--- config.mk ---
export PLATFORM = sky130hd
export DESIGN_NAME = imem_access_ctrl
export DESIGN_NICKNAME = d
export VERILOG_FILES = /design/src/rtl/imem_pkg.sv /design/src/rtl/imem_rr_starve_arb.sv /design/src/rtl/imem_access_ctrl.sv
export SDC_FILE = /design/constraint.sdc
export NUM_CORES = 1
export LEC_CHECK = 0
export BUFFER_PORTS_ARGS = -buffer_cell sky130_fd_sc_hd__buf_4
export CAP_MARGIN = 20
export CORE_AREA = 10 10 105 107
export DETAILED_ROUTE_END_ITERATION = 6
export DIE_AREA = 0 0 115 117
export GPL_ROUTABILITY_DRIVEN = 0
export SLEW_MARGIN = 20
export SYNTH_ARGS = -nofsm -noshare
export SYNTH_HDL_FRONTEND = slang
export SYNTH_SLANG_ARGS = --single-unit
export TNS_END_PERCENT = 20
--- constraint.sdc ---
create_clock -name clk -period 4.3 [get_ports clk]
set_input_delay 0.215 -clock clk [delete_from_list [all_inputs] [get_ports clk]]
set_output_delay 0.215 -clock clk [all_outputs]
set_load 0.05 [all_outputs]
--- src/rtl/imem_pkg.sv ---
// Shared definitions for the instruction-memory access controller.
package imem_pkg;

   // Controller sequencing: boot-load, one-cycle drain, then run.
   typedef enum logic [1:0] {
      ST_LOAD  = 2'd0,
      ST_DRAIN = 2'd1,
      ST_RUN   = 2'd2
   } imem_state_e;

   localparam logic [31:0] IMEM_NOP_INST = 32'h0000_0013;
   localparam int unsigned IMEM_WORD_AW  = 18;

   // Word accesses are only legal on 4-byte boundaries.
   function automatic logic imem_aligned(input logic [1:0] lsb);
      return (lsb == 2'b00);
   endfunction

endpackage

--- src/rtl/imem_rr_starve_arb.sv ---
// Fetch/debug arbiter for the shared read port. Fetch wins by default; a
// pending debug request is forced through after MAX_WAIT consecutive denials.
module imem_rr_starve_arb #(
   parameter int unsigned MAX_WAIT = 4
) (
   input  logic clk,
   input  logic rst_n,
   input  logic en_i,
   input  logic if_req_i,
   input  logic dbg_req_i,
   output logic if_gnt_o,
   output logic dbg_gnt_o
);

   localparam int unsigned CW = (MAX_WAIT < 1) ? 1 : $clog2(MAX_WAIT + 1);

   logic [CW-1:0] wait_q, wait_d;
   logic          starved;

   // Per-cycle grant decision and next value of the denial counter.
   always_comb begin
      starved   = (wait_q == CW'(MAX_WAIT));
      dbg_gnt_o = en_i & dbg_req_i & (~if_req_i | starved);
      if_gnt_o  = en_i & if_req_i & ~dbg_gnt_o;
      wait_d    = '0;
      if (en_i && dbg_req_i && !dbg_gnt_o) begin
         wait_d = wait_q + CW'(1);
      end
   end

   // Denial counter register.
   always_ff @(posedge clk or negedge rst_n) begin
      if (!rst_n) begin
         wait_q <= '0;
      end else begin
         wait_q <= wait_d;
      end
   end

endmodule

--- src/rtl/imem_access_ctrl.sv ---
// Instruction-memory port owner: boot-loads the image over a valid/ready
// stream, then shares the read port between core fetch and a debug reader.
module imem_access_ctrl
   import imem_pkg::*;
#(
   parameter int unsigned           ADDR_WIDTH = 32,
   parameter int unsigned           WORD_AW    = IMEM_WORD_AW,
   parameter int unsigned           DATA_WIDTH = 32,
   parameter int unsigned           MAX_WAIT   = 4,
   parameter logic [DATA_WIDTH-1:0] NOP_INST   = DATA_WIDTH'(IMEM_NOP_INST)
) (
   input  logic                  clk,
   input  logic                  rst_n,
   input  logic                  ld_valid,
   output logic                  ld_ready,
   input  logic [ADDR_WIDTH-1:0] ld_addr,
   input  logic [DATA_WIDTH-1:0] ld_data,
   input  logic                  ld_last,
   output logic [7:0]            ld_err_cnt,
   output logic                  core_run,
   input  logic [ADDR_WIDTH-1:0] if_pc,
   input  logic                  if_req,
   output logic                  if_gnt,
   output logic [DATA_WIDTH-1:0] if_inst,
   output logic                  if_fault,
   input  logic                  dbg_req,
   input  logic [ADDR_WIDTH-1:0] dbg_addr,
   output logic                  dbg_gnt,
   output logic [DATA_WIDTH-1:0] dbg_rdata,
   output logic [WORD_AW-1:0]    mem_addr,
   output logic                  mem_we,
   output logic [DATA_WIDTH-1:0] mem_wdata,
   input  logic [DATA_WIDTH-1:0] mem_rdata
);

   imem_state_e      state_q, state_d;
   logic             core_run_q, core_run_d;
   logic [7:0]       err_q, err_d;

   logic             run_en;
   logic             fetch_gnt, debug_gnt;
   logic [WORD_AW-1:0] ld_idx, pc_idx, dbg_idx;
   logic             ld_aligned, pc_aligned;
   logic             unused_addr_bits;

   // Byte addresses reduce to word indices; upper bits alias away.
   always_comb begin
      ld_idx     = ld_addr[WORD_AW+1:2];
      pc_idx     = if_pc[WORD_AW+1:2];
      dbg_idx    = dbg_addr[WORD_AW+1:2];
      ld_aligned = imem_aligned(ld_addr[1:0]);
      pc_aligned = imem_aligned(if_pc[1:0]);
      run_en     = (state_q == ST_RUN);
      unused_addr_bits = ^{ld_addr[ADDR_WIDTH-1:WORD_AW+2],
                           if_pc[ADDR_WIDTH-1:WORD_AW+2],
                           dbg_addr[ADDR_WIDTH-1:WORD_AW+2],
                           dbg_addr[1:0]};
   end

   imem_rr_starve_arb #(
      .MAX_WAIT (MAX_WAIT)
   ) u_arb (
      .clk       (clk),
      .rst_n     (rst_n),
      .en_i      (run_en),
      .if_req_i  (if_req),
      .dbg_req_i (dbg_req),
      .if_gnt_o  (fetch_gnt),
      .dbg_gnt_o (debug_gnt)
   );

   // Next-state, loader handshake, error count and memory port steering.
   always_comb begin
      state_d    = state_q;
      err_d      = err_q;
      core_run_d = core_run_q | (state_q == ST_DRAIN);
      ld_ready   = 1'b0;
      mem_we     = 1'b0;
      mem_addr   = ld_idx;
      mem_wdata  = ld_data;
      case (state_q)
         ST_LOAD: begin
            ld_ready = 1'b1;
            if (ld_valid) begin
               if (ld_aligned) begin
                  mem_we = 1'b1;
               end else if (err_q != 8'hFF) begin
                  err_d = err_q + 8'd1;
               end
               if (ld_last) begin
                  state_d = ST_DRAIN;
               end
            end
         end
         ST_DRAIN: begin
            state_d = ST_RUN;
         end
         ST_RUN: begin
            mem_addr = debug_gnt ? dbg_idx : pc_idx;
         end
         default: begin
            state_d = ST_LOAD;
         end
      endcase
   end

   // Fetch and debug return paths; faulted or idle fetches see the NOP word.
   always_comb begin
      if_gnt    = fetch_gnt;
      dbg_gnt   = debug_gnt;
      if_inst   = NOP_INST;
      if_fault  = 1'b0;
      dbg_rdata = '0;
      if (fetch_gnt) begin
         if (pc_aligned) begin
            if_inst = mem_rdata;
         end else begin
            if_fault = 1'b1;
         end
      end
      if (debug_gnt) begin
         dbg_rdata = mem_rdata;
      end
   end

   // Controller state, core release flag and loader error counter.
   always_ff @(posedge clk or negedge rst_n) begin
      if (!rst_n) begin
         state_q    <= ST_LOAD;
         core_run_q <= 1'b0;
         err_q      <= '0;
      end else begin
         state_q    <= state_d;
         core_run_q <= core_run_d;
         err_q      <= err_d;
      end
   end

   always_comb begin
      core_run   = core_run_q;
      ld_err_cnt = err_q;
   end

endmodule

==> impl_metrics.csv, run 1 <==
group,metric,value,unit
synth,postSynthCellCount,260,
synth,synth-seq-cells,14,
cts,cts_root_buffer,"sky130_fd_sc_hd__clkbuf_8",
place,hpwl,7270,µm
synth,synth_nets,429,
floorplanning,chipHeight,117,µm
sta,setup_viol,0,
routing,postRouteWirelength,8620,µm
synth,netlist-cell-type-count,28,
worst_setup_path,worst_path_max_delay_cell,"sky130_fd_sc_hd__nor3_2",
floorplanning,core_area,9020,µm²
worst_setup_path,cp_top_family,"simple AND/OR/NAND/NOR gates",
power_and_ir_drop,vdd_drop_max,0.416,mV
global_route,grt_start_max_net_pins,53,
synth,most_used_flip_flop_cell_after_synthesis,"sky130_fd_sc_hd__dfrtp_1",
worst_setup_path,worst-r2r-cell-count,4,
synth,synth.avg_cell_area,6.83,µm²
final_layout,layout.filler_cells,955,
final_layout,final_net_count,579,
worst_setup_path,r2r-end,"ld_err_cnt[5]",
routing,antenna_left,0,
routing,drc,0,
worst_setup_path,crit-reg2reg-launch,"state_q[0]",
synth,synth_sequential_area_ratio,19.7,%
routing,drt_pre_antenna_iters,4,
synth,synth_top_area_share,19.7,%
sta,post-route-period-util,66.0,%
global_route,antenna_found_initial,0,
cts,ctsHtreeMaxLevel,1,
synth,ys_top_cells_by_count,"sky130_fd_sc_hd__a21oi_1 (37), sky130_fd_sc_hd__and3_1 (35), sky130_fd_sc_hd__and2_1 (32), sky130_fd_sc_hd__buf_4 (32), sky130_fd_sc_hd__nor2_1 (26)",
cts,post_cts_buffers,0,
final_layout,area_growth_syn_to_layout,75.3,%
job,maxCapViolCount,0,
min_path,worstHoldPathType,"in2reg",
sta,maxSlewHeadroom,44.3,%
sta,setup_tns,0,ps
routing,drt_iter0_drc,198,
status,outcome,"finished clean",
cts,cts_inserted_buffers,3,
worst_setup_path,setup.worst_path.start_class,"flip-flop",
worst_setup_path,critPathBufInv,3,
sta,worst_pin_slew,836,ps
global_route,grt_pass1_vias,2247,
synth,synth.top_cells.by_area,"sky130_fd_sc_hd__dfrtp_1 (20%), sky130_fd_sc_hd__buf_4 (14%), sky130_fd_sc_hd__and3_1 (12%)",
synth,async_s_r_ff_share_synth,100,%
worst_setup_path,worst-setup-path-type,"reg2out",
worst_setup_path,critical_path_arrival,2620,ps
floorplanning,die_width,115,µm
sta,clock-skew-final,0.797,ps
cts,cts.sink_count,14,
worst_setup_path,required,4090,ps
floorplanning,placementRows,35,
routing,avgViaCountPerCell,4.38,
global_route,overflow,0,
synth,synthMostInstantiatedCell,"sky130_fd_sc_hd__a21oi_1",
sta,slew_viol_final,0,
sta,timing.final.hold_violations,0,
cts,cts_tree,"done",
final_layout,fin_util,34.5,%
synth,synth.cell_area,1780,µm²
floorplanning,start_util,19.7,%
cts,clk-insertion-delay-late,240,ps
floorplanning,num_io_pins,294,
final_layout,n_antenna_cell,0,
synth,ys_warn_count,0,
final_layout,layout-drive-gt1-share,49.8,%
sta,grt_setup_unrepaired,"false",
routing,detailroute.via_count,2272,
worst_setup_path,crit_path_frequent_cell,"sky130_fd_sc_hd__buf_4",
cts,cts.reportedPaths.clkPinSlew,60,ps
sta,achievable-frequency,352,MHz
worst_setup_path,timing.critical_path.cells,"nor2b_4, buf_4, nand3_1, nor3_2, buf_4, and2_1, buf_4",
place,port_buffers,191,
global_route,grt_first_pass_wirelength,12500,µm
cts,ctsLongestPathBuffers,2,
routing,wire_per_inst,16.6,µm
power_and_ir_drop,cellLeakagePower,1.78,nW
global_route,globalRouteTotalUtil,11.3,%
synth,synth_top_area_cell,"sky130_fd_sc_hd__dfrtp_1",
sta,layout_min_cycle_time,2840,ps
synth,synth_edf_count,0,
min_path,min_from,"ld_last",
power_and_ir_drop,p_per_area,490,nW/µm²
min_path,worst_hold_path.num_cells,2,
worst_setup_path,timing.critical_path.slowest_cell_delay,470,ps
floorplanning,die_area,13500,µm²
worst_setup_path,critical_path.max_fanout,52,
worst_setup_path,r2r_setup_slack,2540,ps
cts,post_cts_resized,0,
min_path,worst_hold_path.endpoint,"state_q[0]",
worst_setup_path,cp-end-kind,"primary output",
## kinds of logic after synthesis
group / Yosys count / share of synthesized area, %
AND/OR/NAND/NOR: 141 / 43.2
flip-flops: 14 / 19.7
buffers and inverters: 54 / 18.7
adder cells (fa/ha/maj): 3 / 2.11
multiplexers: 6 / 3.66
XOR/XNOR: 2 / 0.986
AO/OA/AOI/OAI: 40 / 11.7
## layout by cell type (no fill, tap or decap)
cell / count
sky130_fd_sc_hd__nor3_2: 1
sky130_fd_sc_hd__o21ai_0: 1
sky130_fd_sc_hd__clkbuf_8: 3
sky130_fd_sc_hd__nand2_1: 25
sky130_fd_sc_hd__a21bo_2: 1
sky130_fd_sc_hd__buf_4: 194
sky130_fd_sc_hd__nor3_4: 1
sky130_fd_sc_hd__a21oi_1: 37
sky130_fd_sc_hd__nand2b_1: 5
sky130_fd_sc_hd__xnor2_1: 2
sky130_fd_sc_hd__inv_1: 4
sky130_fd_sc_hd__mux2_1: 4
sky130_fd_sc_hd__mux2i_1: 2
sky130_fd_sc_hd__and3_1: 35
sky130_fd_sc_hd__or3b_4: 1
sky130_fd_sc_hd__nor3_1: 1
sky130_fd_sc_hd__ha_1: 3
sky130_fd_sc_hd__nand4_1: 3
sky130_fd_sc_hd__nor2_1: 26
sky130_fd_sc_hd__nor2b_4: 1
sky130_fd_sc_hd__dlygate4sd3_1: 1
sky130_fd_sc_hd__dfrtp_1: 14
sky130_fd_sc_hd__nor2_2: 1
sky130_fd_sc_hd__o21a_1: 1
sky130_fd_sc_hd__nand3_1: 7
sky130_fd_sc_hd__and4_1: 1
sky130_fd_sc_hd__and2_1: 32
sky130_fd_sc_hd__or2b_1: 1
## metal layers
| layer | track usage [%] | share of wire [%] | vias to the layer above |
|---|---|---|---|
| met3 | 4.99 | 12 | 4 |
| met1 | 12.4 | 36 | 1010 |
| li1 | - | - | 1130 |
| met2 | 20.3 | 51 | 128 |
| met4 | 0.825 | 0.39 | 0 |
| met5 | 0 | 0 | - |
## area by class of cell
cell class / instances / area, µm² / area share, %
Timing Repair Buffer: 195 / 1470 / 47.1
Multi-Input combinational cell: 192 / 1100 / 35.4
Sequential cell: 14 / 350 / 11.2
Tap cell: 111 / 139 / 4.46
Clock buffer: 3 / 41.3 / 1.33
Inverter: 4 / 15.0 / 0.482
## stage by stage
step / std cells / hold slack [ps] / power [mW] / worst slack [ps] / cell area, µm²
3_3_place_gp: 515 / 76.1 / 1.42 / 1740 / 3060
6_report: 519 / 201 / 1.52 / 1460 / 3110
2_1_floorplan: 260 / -80.6 / 1.10 / 2010 / 1780
4_1_cts: 519 / 200 / 1.54 / 1400 / 3110
5_1_grt: 519 / 199 / 1.63 / 1140 / 3110
3_5_place_dp: 515 / 78.5 / 1.43 / 1670 / 3060
## where the power goes
part           internal (mW)  total, mW  switching, mW
Combinational          0.367       1.20          0.831
Sequential             0.168      0.218         0.0499
Clock                 0.0620      0.108         0.0464
Total                  0.597       1.52          0.928
## how the worst max path moves through the flow
| stage | startpoint | endpoint | slack [ps] | cells past startpoint |
|---|---|---|---|---|
| after floorplan | u_arb.wait_q[0] | mem_addr[0] | 2010 | 8 |
| after global placement | state_q[1] | if_inst[29] | 1740 | 7 |
| after detailed placement | state_q[1] | if_inst[29] | 1670 | 7 |
| after CTS | state_q[1] | if_inst[29] | 1400 | 7 |
| after global routing | state_q[1] | if_inst[10] | 1140 | 7 |
| final | state_q[1] | if_inst[29] | 1460 | 7 |
## flip-flops by register name, summed over array words and instances, names as in the netlist
name	cells
ld_err_cnt	8
core_run	1
state_q	2
u_arb.wait_q	3
## worst register-to-register path: stages (launching register included)
cell	delay [ps]
sky130_fd_sc_hd__dfrtp_1	430
sky130_fd_sc_hd__or3b_4	450
sky130_fd_sc_hd__nor3_4	240
sky130_fd_sc_hd__and3_1	200
sky130_fd_sc_hd__mux2_1	310
## repair_timing
action	CTS	global route
endpoints found under the setup margin	0	0
endpoints found under the hold margin	14	0
hold buffers	1	0
Power figures use the tool's default switching activity.
==> run 2, diff against run 1 <==
==> constraint.sdc (replaced) <==
create_clock -name clk -period 2.3 [get_ports clk]
set_input_delay 0.115 -clock clk [delete_from_list [all_inputs] [get_ports clk]]
set_output_delay 0.115 -clock clk [all_outputs]
set_load 0.05 [all_outputs]
==> run 2 against run 1 <==
- first-iteration DRC count shrank 9.1%
- sequential share of layout area shrank 0.11 points
- routed wire length grew 2.6%
- worst setup slack lost 1200 ps
- count of clock-buffer cells in the layout is the same
- largest power group unchanged
- critical path type unchanged
- flip-flop and latch count is the same
- hold slack lost 89 ps
- die area is the same
- clock skew is essentially flat
- design area grew 0.96%
- power grew 88%
- via count grew 2.4%
==> impl_metrics.csv, run 2 (synthesis gave the netlist of run 1 again) <==
group,metric,value,unit
status,outcome,"finished clean",
routing,drt_pre_antenna_iters,5,
final_layout,area_growth_syn_to_layout,77.0,%
routing,postRouteWirelength,8840,µm
sta,worst_pin_slew,462,ps
global_route,grt_first_pass_wirelength,12200,µm
sta,clock-skew-final,0.380,ps
sta,layout_min_cycle_time,2060,ps
routing,drt_iter0_drc,180,
worst_setup_path,critical_path_arrival,1940,ps
min_path,worstHoldPathType,"in2reg",
cts,post_cts_buffers,0,
routing,drc,0,
routing,wire_per_inst,16.9,µm
sta,slew_viol_final,0,
power_and_ir_drop,p_per_area,912,nW/µm²
worst_setup_path,worst_path_max_delay_cell,"sky130_fd_sc_hd__dfrtp_1",
final_layout,fin_util,34.9,%
cts,cts_root_buffer,"sky130_fd_sc_hd__clkbuf_8",
cts,ctsHtreeMaxLevel,1,
floorplanning,core_area,9020,µm²
cts,cts.sink_count,14,
floorplanning,num_io_pins,294,
final_layout,n_antenna_cell,0,
global_route,overflow,0,
sta,grt_setup_unrepaired,"false",
power_and_ir_drop,clkPwrFrac,6.8,%
cts,post_cts_resized,0,
power_and_ir_drop,cellLeakagePower,1.80,nW
power_and_ir_drop,design_power_total,2.87,mW
worst_setup_path,required,2180,ps
floorplanning,die_width,115,µm
worst_setup_path,cp_top_family,"compound AO/OA/AOI/OAI gates",
final_layout,number_of_flip_flops_under_the_largest_register_name,8,
global_route,grt_pass1_vias,2307,
worst_setup_path,r2r_setup_slack,540,ps
sta,maxSlewHeadroom,69.2,%
final_layout,layout_commonest_cell,"sky130_fd_sc_hd__buf_4",
job,maxCapViolCount,0,
routing,avgViaCountPerCell,4.45,
power_and_ir_drop,intPower,1.13,mW
routing,wirelength_met1,3090,µm
global_route,grt_start_max_net_pins,52,
worst_setup_path,timing.critical_path.slowest_cell_delay,350,ps
worst_setup_path,critPathBufInv,3,
worst_setup_path,worst-setup-path-type,"reg2out",
final_layout,mostFrequentLayoutCells,"sky130_fd_sc_hd__buf_4 (198), sky130_fd_sc_hd__a21oi_1 (37), sky130_fd_sc_hd__and3_1 (35), sky130_fd_sc_hd__and2_1 (32), sky130_fd_sc_hd__nor2_1 (26)",
sta,timing.final.hold_violations,0,
sta,post-route-period-util,89.5,%
cts,cts.reportedPaths.clkPinSlew,50,ps
routing,met3WireLength,1140,µm
floorplanning,placementRows,35,
power_and_ir_drop,switchingPower,1.74,mW
final_layout,final_net_count,583,
worst_setup_path,critical_path.max_fanout,18,
place,hpwl,7470,µm
worst_setup_path,cp-end-kind,"primary output",
worst_setup_path,setup.worst_path.start_class,"flip-flop",
routing,routed-wl-met2,4560,µm
power_and_ir_drop,vdd_drop_max,0.573,mV
sta,setup_tns,0,ps
sta,setup_viol,0,
cts,ctsLongestPathBuffers,2,
global_route,antenna_found_initial,0,
routing,antenna_left,0,
final_layout,layout-drive-gt1-share,50.2,%
global_route,globalRouteTotalUtil,11.0,%
floorplanning,chipHeight,117,µm
sta,achievable-frequency,486,MHz
routing,detailroute.via_count,2326,
cts,clk-insertion-delay-late,240,ps
floorplanning,start_util,19.7,%
worst_setup_path,timing.critical_path.cells,"inv_1, ha_1, a21bo_2, and2_1, buf_4, a21oi_1, a21oi_1, buf_4",
power_and_ir_drop,seq_power_share,14.4,%
cts,cts_inserted_buffers,3,
place,port_buffers,191,
power_and_ir_drop,combPwrFrac,78.8,%
floorplanning,die_area,13500,µm²
power_and_ir_drop,proportion_of_total_power_due_to_net_switching,60.6,%
cts,cts_tree,"done",
routing,highest-signal-layer,"met4",
run 2: area by class of cell:
class | instances | area (µm²)
multi-input combinational | 192 | 1100
fill | 971 | 5880
timing repair buffer | 199 | 1500
clock buffer | 3 | 41.3
sequential | 14 | 350
tap | 111 | 139
inverter | 4 | 15.0
run 2: through the flow:
| stage | hold slack [ps] | std cells | worst slack (ps) | area, µm² |
|---|---|---|---|---|
| after floorplan | -181 | 260 | 115 | 1780 |
| after CTS | 109 | 523 | 220 | 3140 |
| after global placement | -26.6 | 519 | 523 | 3090 |
| final | 112 | 523 | 241 | 3140 |
| after global routing | 122 | 523 | 123 | 3140 |
| after detailed placement | -27.1 | 519 | 486 | 3090 |
run 2: power by group through the flow:
| stage | clock network [mW] | logic [mW] | registers, mW |
|---|---|---|---|
| finish | 0.195 | 2.26 | 0.413 |
| floorplan | 0 | 1.49 | 0.573 |
| detailed placement | 0 | 2.28 | 0.414 |
| global route | 0.212 | 2.40 | 0.427 |
| global placement | 0 | 2.26 | 0.411 |
| CTS | 0.202 | 2.29 | 0.412 |
run 2: worst paths after layout:
kind | depth (start not counted) | from | end
max in group asynchronous | 2 | rst_n | state_q[1]
max | 8 | u_arb.wait_q[0] | mem_addr[13]
min in group asynchronous | 2 | rst_n | ld_err_cnt[5]
min | 2 | ld_last | state_q[0]
max reg2reg | 4 | state_q[0] | ld_err_cnt[5]
min reg2reg | 1 | ld_err_cnt[0] | ld_err_cnt[0]
run 2: layer usage:
layer	track usage, %	vias to the layer above
met1	11.6	1050
met2	20.3	134
met3	4.54	6
met4	1.73	0
met5	0	-
li1	-	1136
run 2: what timing repair did:
item / CTS / global route
hold endpoints to repair: 14 / 0
setup endpoints to repair: 0 / 0
hold buffers: 1 / 0
run 2: worst reg2reg max path, stage by stage, from the launching register on:
cell and delay (ps):
sky130_fd_sc_hd__dfrtp_1 440, sky130_fd_sc_hd__or3b_4 450, sky130_fd_sc_hd__nor3_4 240, sky130_fd_sc_hd__and3_1 190, sky130_fd_sc_hd__mux2_1 310
